--- config.mk ---
export PLATFORM = sky130hd
export DESIGN_NAME = dcache_req_arbiter
export DESIGN_NICKNAME = d
export VERILOG_FILES = /design/src/rtl/dcache_req_arbiter.sv
export SDC_FILE = /design/constraint.sdc
export NUM_CORES = 1
export LEC_CHECK = 0
export CAP_MARGIN = 20
export CORE_AREA = 2 2 108 110
export DETAILED_ROUTE_END_ITERATION = 16
export DIE_AREA = 0 0 110 112
export GPL_ROUTABILITY_DRIVEN = 0
export HOLD_SLACK_MARGIN = 0.02
export SLEW_MARGIN = 20
export SYNTH_ARGS = -nofsm -noshare
export SYNTH_HDL_FRONTEND = slang
export SYNTH_SLANG_ARGS = --single-unit
--- constraint.sdc ---
create_clock -name clk -period 1.6 [get_ports clk]
set_clock_uncertainty 0.2 [all_clocks]
set_input_delay 0.16 -clock clk [delete_from_list [all_inputs] [get_ports clk]]
set_output_delay 0.16 -clock clk [all_outputs]
set_load 0.01 [all_outputs]
--- src/rtl/dcache_req_arbiter.sv ---
// ============================================================================
// Module  : dcache_req_arbiter
// Purpose : Round-robin sharing of one data-cache request port, with an
//           in-order ID FIFO that routes responses back to their requester.
// Revision: 1.0
// ============================================================================
`default_nettype none

module dcache_req_arbiter #(
    parameter int NUM_REQ         = 2,
    parameter int WORD_SIZE       = 32,
    parameter int ADDR_LENGTH     = 32,
    parameter int MAX_OUTSTANDING = 2
) (
    input  logic                           clk,
    input  logic                           rst_n,
    input  logic [NUM_REQ-1:0]             s_req_valid,
    input  logic [NUM_REQ*ADDR_LENGTH-1:0] s_req_addr,
    input  logic [NUM_REQ*WORD_SIZE-1:0]   s_req_wdata,
    input  logic [NUM_REQ-1:0]             s_req_write,
    input  logic [NUM_REQ*3-1:0]           s_req_size,
    output logic [NUM_REQ-1:0]             s_req_ready,
    output logic [NUM_REQ-1:0]             s_resp_valid,
    output logic [WORD_SIZE-1:0]           s_resp_rdata,
    output logic                           m_req_valid,
    output logic [ADDR_LENGTH-1:0]         m_req_addr,
    output logic [WORD_SIZE-1:0]           m_req_wdata,
    output logic                           m_req_write,
    output logic [2:0]                     m_req_size,
    input  logic                           m_req_ready,
    input  logic                           m_resp_valid,
    input  logic [WORD_SIZE-1:0]           m_resp_rdata,
    output logic                           err_orphan_resp
);

    localparam int IDW = (NUM_REQ > 1) ? $clog2(NUM_REQ) : 1;
    localparam int PW  = $clog2(MAX_OUTSTANDING) + 1;
    localparam int AW  = (MAX_OUTSTANDING > 1) ? $clog2(MAX_OUTSTANDING) : 1;

    typedef enum logic [0:0] {
        ST_ARB  = 1'b0,
        ST_HOLD = 1'b1
    } state_t;

    state_t          r_state;
    logic [IDW-1:0]  r_rr_ptr;
    logic [IDW-1:0]  r_hold_id;
    logic [IDW-1:0]  r_fifo [MAX_OUTSTANDING];
    logic [PW-1:0]   r_wr_ptr;
    logic [PW-1:0]   r_rd_ptr;
    logic            r_orphan;

    logic [IDW-1:0]  w_grant;
    logic            w_sel;
    logic            w_full;
    logic            w_empty;
    logic            w_mvalid;
    logic            w_accept;
    logic            w_pop;
    logic [AW-1:0]   w_wr_idx;
    logic [AW-1:0]   w_rd_idx;
    logic [IDW-1:0]  w_head_id;

    // Lowest search offset from rr_ptr wins: iterate downward so it is written last.
    always_comb begin
        w_grant = '0;
        w_sel   = 1'b0;
        if (r_state == ST_HOLD) begin
            w_grant = r_hold_id;
            w_sel   = s_req_valid[r_hold_id];
        end else begin
            for (int k = NUM_REQ - 1; k >= 0; k--) begin
                if (s_req_valid[(int'(r_rr_ptr) + k) % NUM_REQ]) begin
                    w_grant = IDW'((int'(r_rr_ptr) + k) % NUM_REQ);
                    w_sel   = 1'b1;
                end
            end
        end
    end

    // Pointers carry a wrap bit; full when they differ only in that bit.
    assign w_full    = ((r_wr_ptr ^ r_rd_ptr) == PW'(MAX_OUTSTANDING));
    assign w_empty   = (r_wr_ptr == r_rd_ptr);
    assign w_wr_idx  = AW'(r_wr_ptr % PW'(MAX_OUTSTANDING));
    assign w_rd_idx  = AW'(r_rd_ptr % PW'(MAX_OUTSTANDING));
    assign w_head_id = r_fifo[w_rd_idx];

    assign w_mvalid = rst_n && w_sel && !w_full;
    assign w_accept = w_mvalid && m_req_ready;
    assign w_pop    = rst_n && m_resp_valid && !w_empty;

    assign m_req_valid  = w_mvalid;
    assign s_req_ready  = w_accept ? (NUM_REQ'(1) << w_grant) : '0;
    assign s_resp_valid = w_pop ? (NUM_REQ'(1) << w_head_id) : '0;
    assign s_resp_rdata = m_resp_rdata;

    always_comb begin
        m_req_addr  = '0;
        m_req_wdata = '0;
        m_req_write = 1'b0;
        m_req_size  = '0;
        if (rst_n && w_sel) begin
            m_req_addr  = s_req_addr[w_grant*ADDR_LENGTH +: ADDR_LENGTH];
            m_req_wdata = s_req_wdata[w_grant*WORD_SIZE +: WORD_SIZE];
            m_req_write = s_req_write[w_grant];
            m_req_size  = s_req_size[w_grant*3 +: 3];
        end
    end

    assign err_orphan_resp = r_orphan;

    always_ff @(posedge clk) begin
        if (w_accept) begin
            r_fifo[w_wr_idx] <= w_grant;
        end
    end

    always_ff @(posedge clk or negedge rst_n) begin
        if (!rst_n) begin
            r_state   <= ST_ARB;
            r_rr_ptr  <= '0;
            r_hold_id <= '0;
            r_wr_ptr  <= '0;
            r_rd_ptr  <= '0;
            r_orphan  <= 1'b0;
        end else begin
            if (w_accept) begin
                r_wr_ptr <= r_wr_ptr + 1'b1;
                r_rr_ptr <= IDW'((int'(w_grant) + 1) % NUM_REQ);
            end
            if (w_pop) begin
                r_rd_ptr <= r_rd_ptr + 1'b1;
            end
            if (m_resp_valid && w_empty) begin
                r_orphan <= 1'b1;
            end
            case (r_state)
                ST_ARB: begin
                    if (w_mvalid && !m_req_ready) begin
                        r_hold_id <= w_grant;
                        r_state   <= ST_HOLD;
                    end
                end
                ST_HOLD: begin
                    // Locked requester withdrew: release the lock without a push.
                    if (w_accept || !w_sel) begin
                        r_state <= ST_ARB;
                    end
                end
                default: r_state <= ST_ARB;
            endcase
        end
    end

endmodule

`default_nettype wire

==> results.md <==
- Die Y: 112 µm
- Worst endpoint required time: 1240 ps
- Clock latency at the later pin of the worst-skew pair: 240 ps
- Library cells used by synthesis: 28
- Area Growth Syn to Fin: 146%
- Diode count: 0
- P per Cell Area: 1410 mW/mm²
- Seq/Total Area, Yosys: 14.3%
- Routed WL per cell: 15.6 µm
- Filler instances: 1117
- Number of global-route vias before repair: 2670
- DIE AREA: 0.0123 mm²
- Pins Over Slew Limit: 0
- Final period utilization: 135%
- FP Rows: 39
- All-Layer GR Usage: 14.2%
- Mapped cell area: 0.00182 mm²
- Reg clk slew, reported paths: 40 ps
- Unrepaired setup endpoints after global routing: true
- Arrival @ worst endpoint: 1800 ps
- Layout cells sized above 1: 36.7%
- Setup violations, final: 82
- Clock buffer depth: 2
- Dpl cells: 570
- DRT Wirelength: 9.42 mm
- Worst Path Max Fanout: 8
- Crit Path Category: reg2out
- H-tree levels: 1
- # hold bufs at CTS: 0
- Hold Worst Slack: 120 ps
- Fin worst setup slack: -562 ps
- TritonCTS Buffers: 3
- Ports: 280
- Max cap viols: 0
- Clock Sinks: 10
- Final Non-Filler Cells: 603
- Crit path time final: 2160 ps
- Tightest Pin Transition: 252 ps
- Yosys warns: 0
- DR vias/cell: 4.13
- Critical Path End Type: output port
- Post-DP HPWL: 7.19 mm
- VDD IR max: 0.776 mV
- Failing checks: setup timing
- Initial detailed-routing violation count: 30
- DR vias: 2492
- Mean Syn Cell Area: 7.88 µm²
- Core area: 0.0112 mm²
- Synth Net Count: 405
- Final hold vios: 0
- Slew Limit Headroom: 83.2%
- Total gr overflow: 0
- Final antenna-violating net count: 0
- Pre-antenna DRT Iters: 3
- #FFs+latches synth: 10
- Startpoint types: register
- Status: finished, violations left
- Drt drc: 0
- First-pass GRT wire length: 13.8 mm
- Hold Path Class: in2out
- Lkg Pwr: 2.22 nW
- Initial core utilization: 16.3%
- Largest net degree at the start of global routing: 15
- I/O Buffers: 215
- Antenna violations before repair: 0
- Synthesized instance count: 231
- Achievable frequency: 463 MHz
- Die W: 110 µm
- Final net count: 635
- CTS tree: built
- CTS root buf: clkbuf_16
path summary, 6_finish.rpt:
check                                  from                to  slack (ps)  cells past startpoint
max                               r_hold_id    m_req_addr[11]        -560                      8
min reg2reg                 err_orphan_resp   err_orphan_resp         270                      1
min                        m_resp_rdata[17]  s_resp_rdata[17]         120                      0
max reg2reg                       r_hold_id         r_fifo[0]        -450                      8
max in group asynchronous             rst_n         r_hold_id         900                      2
min in group asynchronous             rst_n          r_rr_ptr         150                      2
registers in the layout (all words and copies together) (netlist names):
name             flops
r_rr_ptr             1
r_wr_ptr             2
r_state              1
err_orphan_resp      1
r_rd_ptr             2
r_hold_id            1
r_fifo               2
power by group:
| part | total, W | internal [W] | switching [W] |
|---|---|---|---|
| clock network | 0.000500 | 0.000377 | 0.000124 |
| registers | 0.000463 | 0.000379 | 0.0000842 |
| logic | 0.00536 | 0.00317 | 0.00218 |
| total | 0.00632 | 0.00393 | 0.00239 |
synth_stat cells:
master     n  area, µm²
a21boi_1   1       7.51
a31o_2     1       8.76
a31oi_1    1       6.26
and2_1     3       18.8
and3b_1    1       8.76
buf_2      4       20.0
buf_4     41        308
clkbuf_1   2       7.51
dfrtp_1    8        200
edfxtp_1   2       60.1
inv_1      3       11.3
mux2_1     1       11.3
mux2i_1   70        701
nand2_1    4       15.0
nand2b_1   1       6.26
nand3_1    1       5.00
nand4_1    1       6.26
nor2_1    70        263
nor2b_1    2       12.5
nor2b_4    1       13.8
nor3_2     1       10.0
nor3b_4    1       18.8
nor4_1     1       6.26
o21ai_0    2       10.0
o221ai_4   1       26.3
or2_1      1       6.26
xnor2_1    4       35.0
xor2_1     2       17.5
stage by stage:
step	area [µm²]	worst slack (ps)	util [%]	setup TNS, ps	total power (W)
5_1_grt	4490	-650	40.1	-45600	0.00673
3_3_place_gp	4140	-875	37.1	-64270	0.00464
4_1_cts	4440	-611	39.7	-41260	0.00642
3_5_place_dp	4140	-922	37.1	-65860	0.00470
2_1_floorplan	1860	-108	-	-5140	0.00278
6_report	4490	-562	40.1	-40170	0.00632
worst max-delay path, cell delays in order, from the launching register on:
cell and delay, ps:
dfrtp_1 410, and2_4 180, a31oi_4 170, buf_6 140, buf_12 130, buf_12 130, mux2i_2 200, nor2_1 60
buf_2 140
logic make-up after synthesis:
group | Yosys count | share of synthesized area [%]
AO/OA/AOI/OAI | 6 | 3.23
AND/OR/NAND/NOR | 88 | 21.4
XOR/XNOR | 6 | 2.89
buffers and inverters | 50 | 19.0
multiplexers | 71 | 39.1
flip-flops | 10 | 14.3
what timing repair did:
action,in CTS,in global routing
endpoints found under the setup margin,82,84
setup buffers,22,8
pin swaps,13,14
resized for setup,325,26
cloned,8,0
placed cells by master (no fill, tap or decap), types with 2 or more instances in the layout:
cell	instances
dfrtp_1	8
xnor2_2	2
nand2_1	3
xor2_1	2
and2_4	2
o21ai_0	2
nor2b_4	2
buf_6	17
nor2_2	7
edfxtp_1	2
bufbuf_16	2
mux2i_2	6
inv_1	3
clkdlybuf4s50_1	141
buf_4	23
xnor2_1	2
buf_16	3
buf_2	72
clkbuf_16	3
nor2_1	63
buf_12	12
mux2i_4	3
mux2i_1	61
area by class of cell:
type / count / area [µm²] / share of cell area (%)
Sequential cell: 10 / 260 / 5.80
Multi-Input combinational cell: 171 / 1400 / 31.1
Timing Repair Buffer: 272 / 2550 / 56.9
Clock buffer: 4 / 88.8 / 1.98
Inverter: 3 / 11.3 / 0.251
Tap cell: 143 / 179 / 3.99
routing by layer:
metal	part of all wire [%]	routed length [µm]	global-route usage, %	up-vias
met5	0	0	0	-
met1	32	3040	13.7	1128
met2	57	5350	29.9	156
met4	0.98	92	2.53	0
li1	-	-	-	1202
met3	9.9	934	2.87	6
No activity file was read; power rests on OpenSTA's default activity.
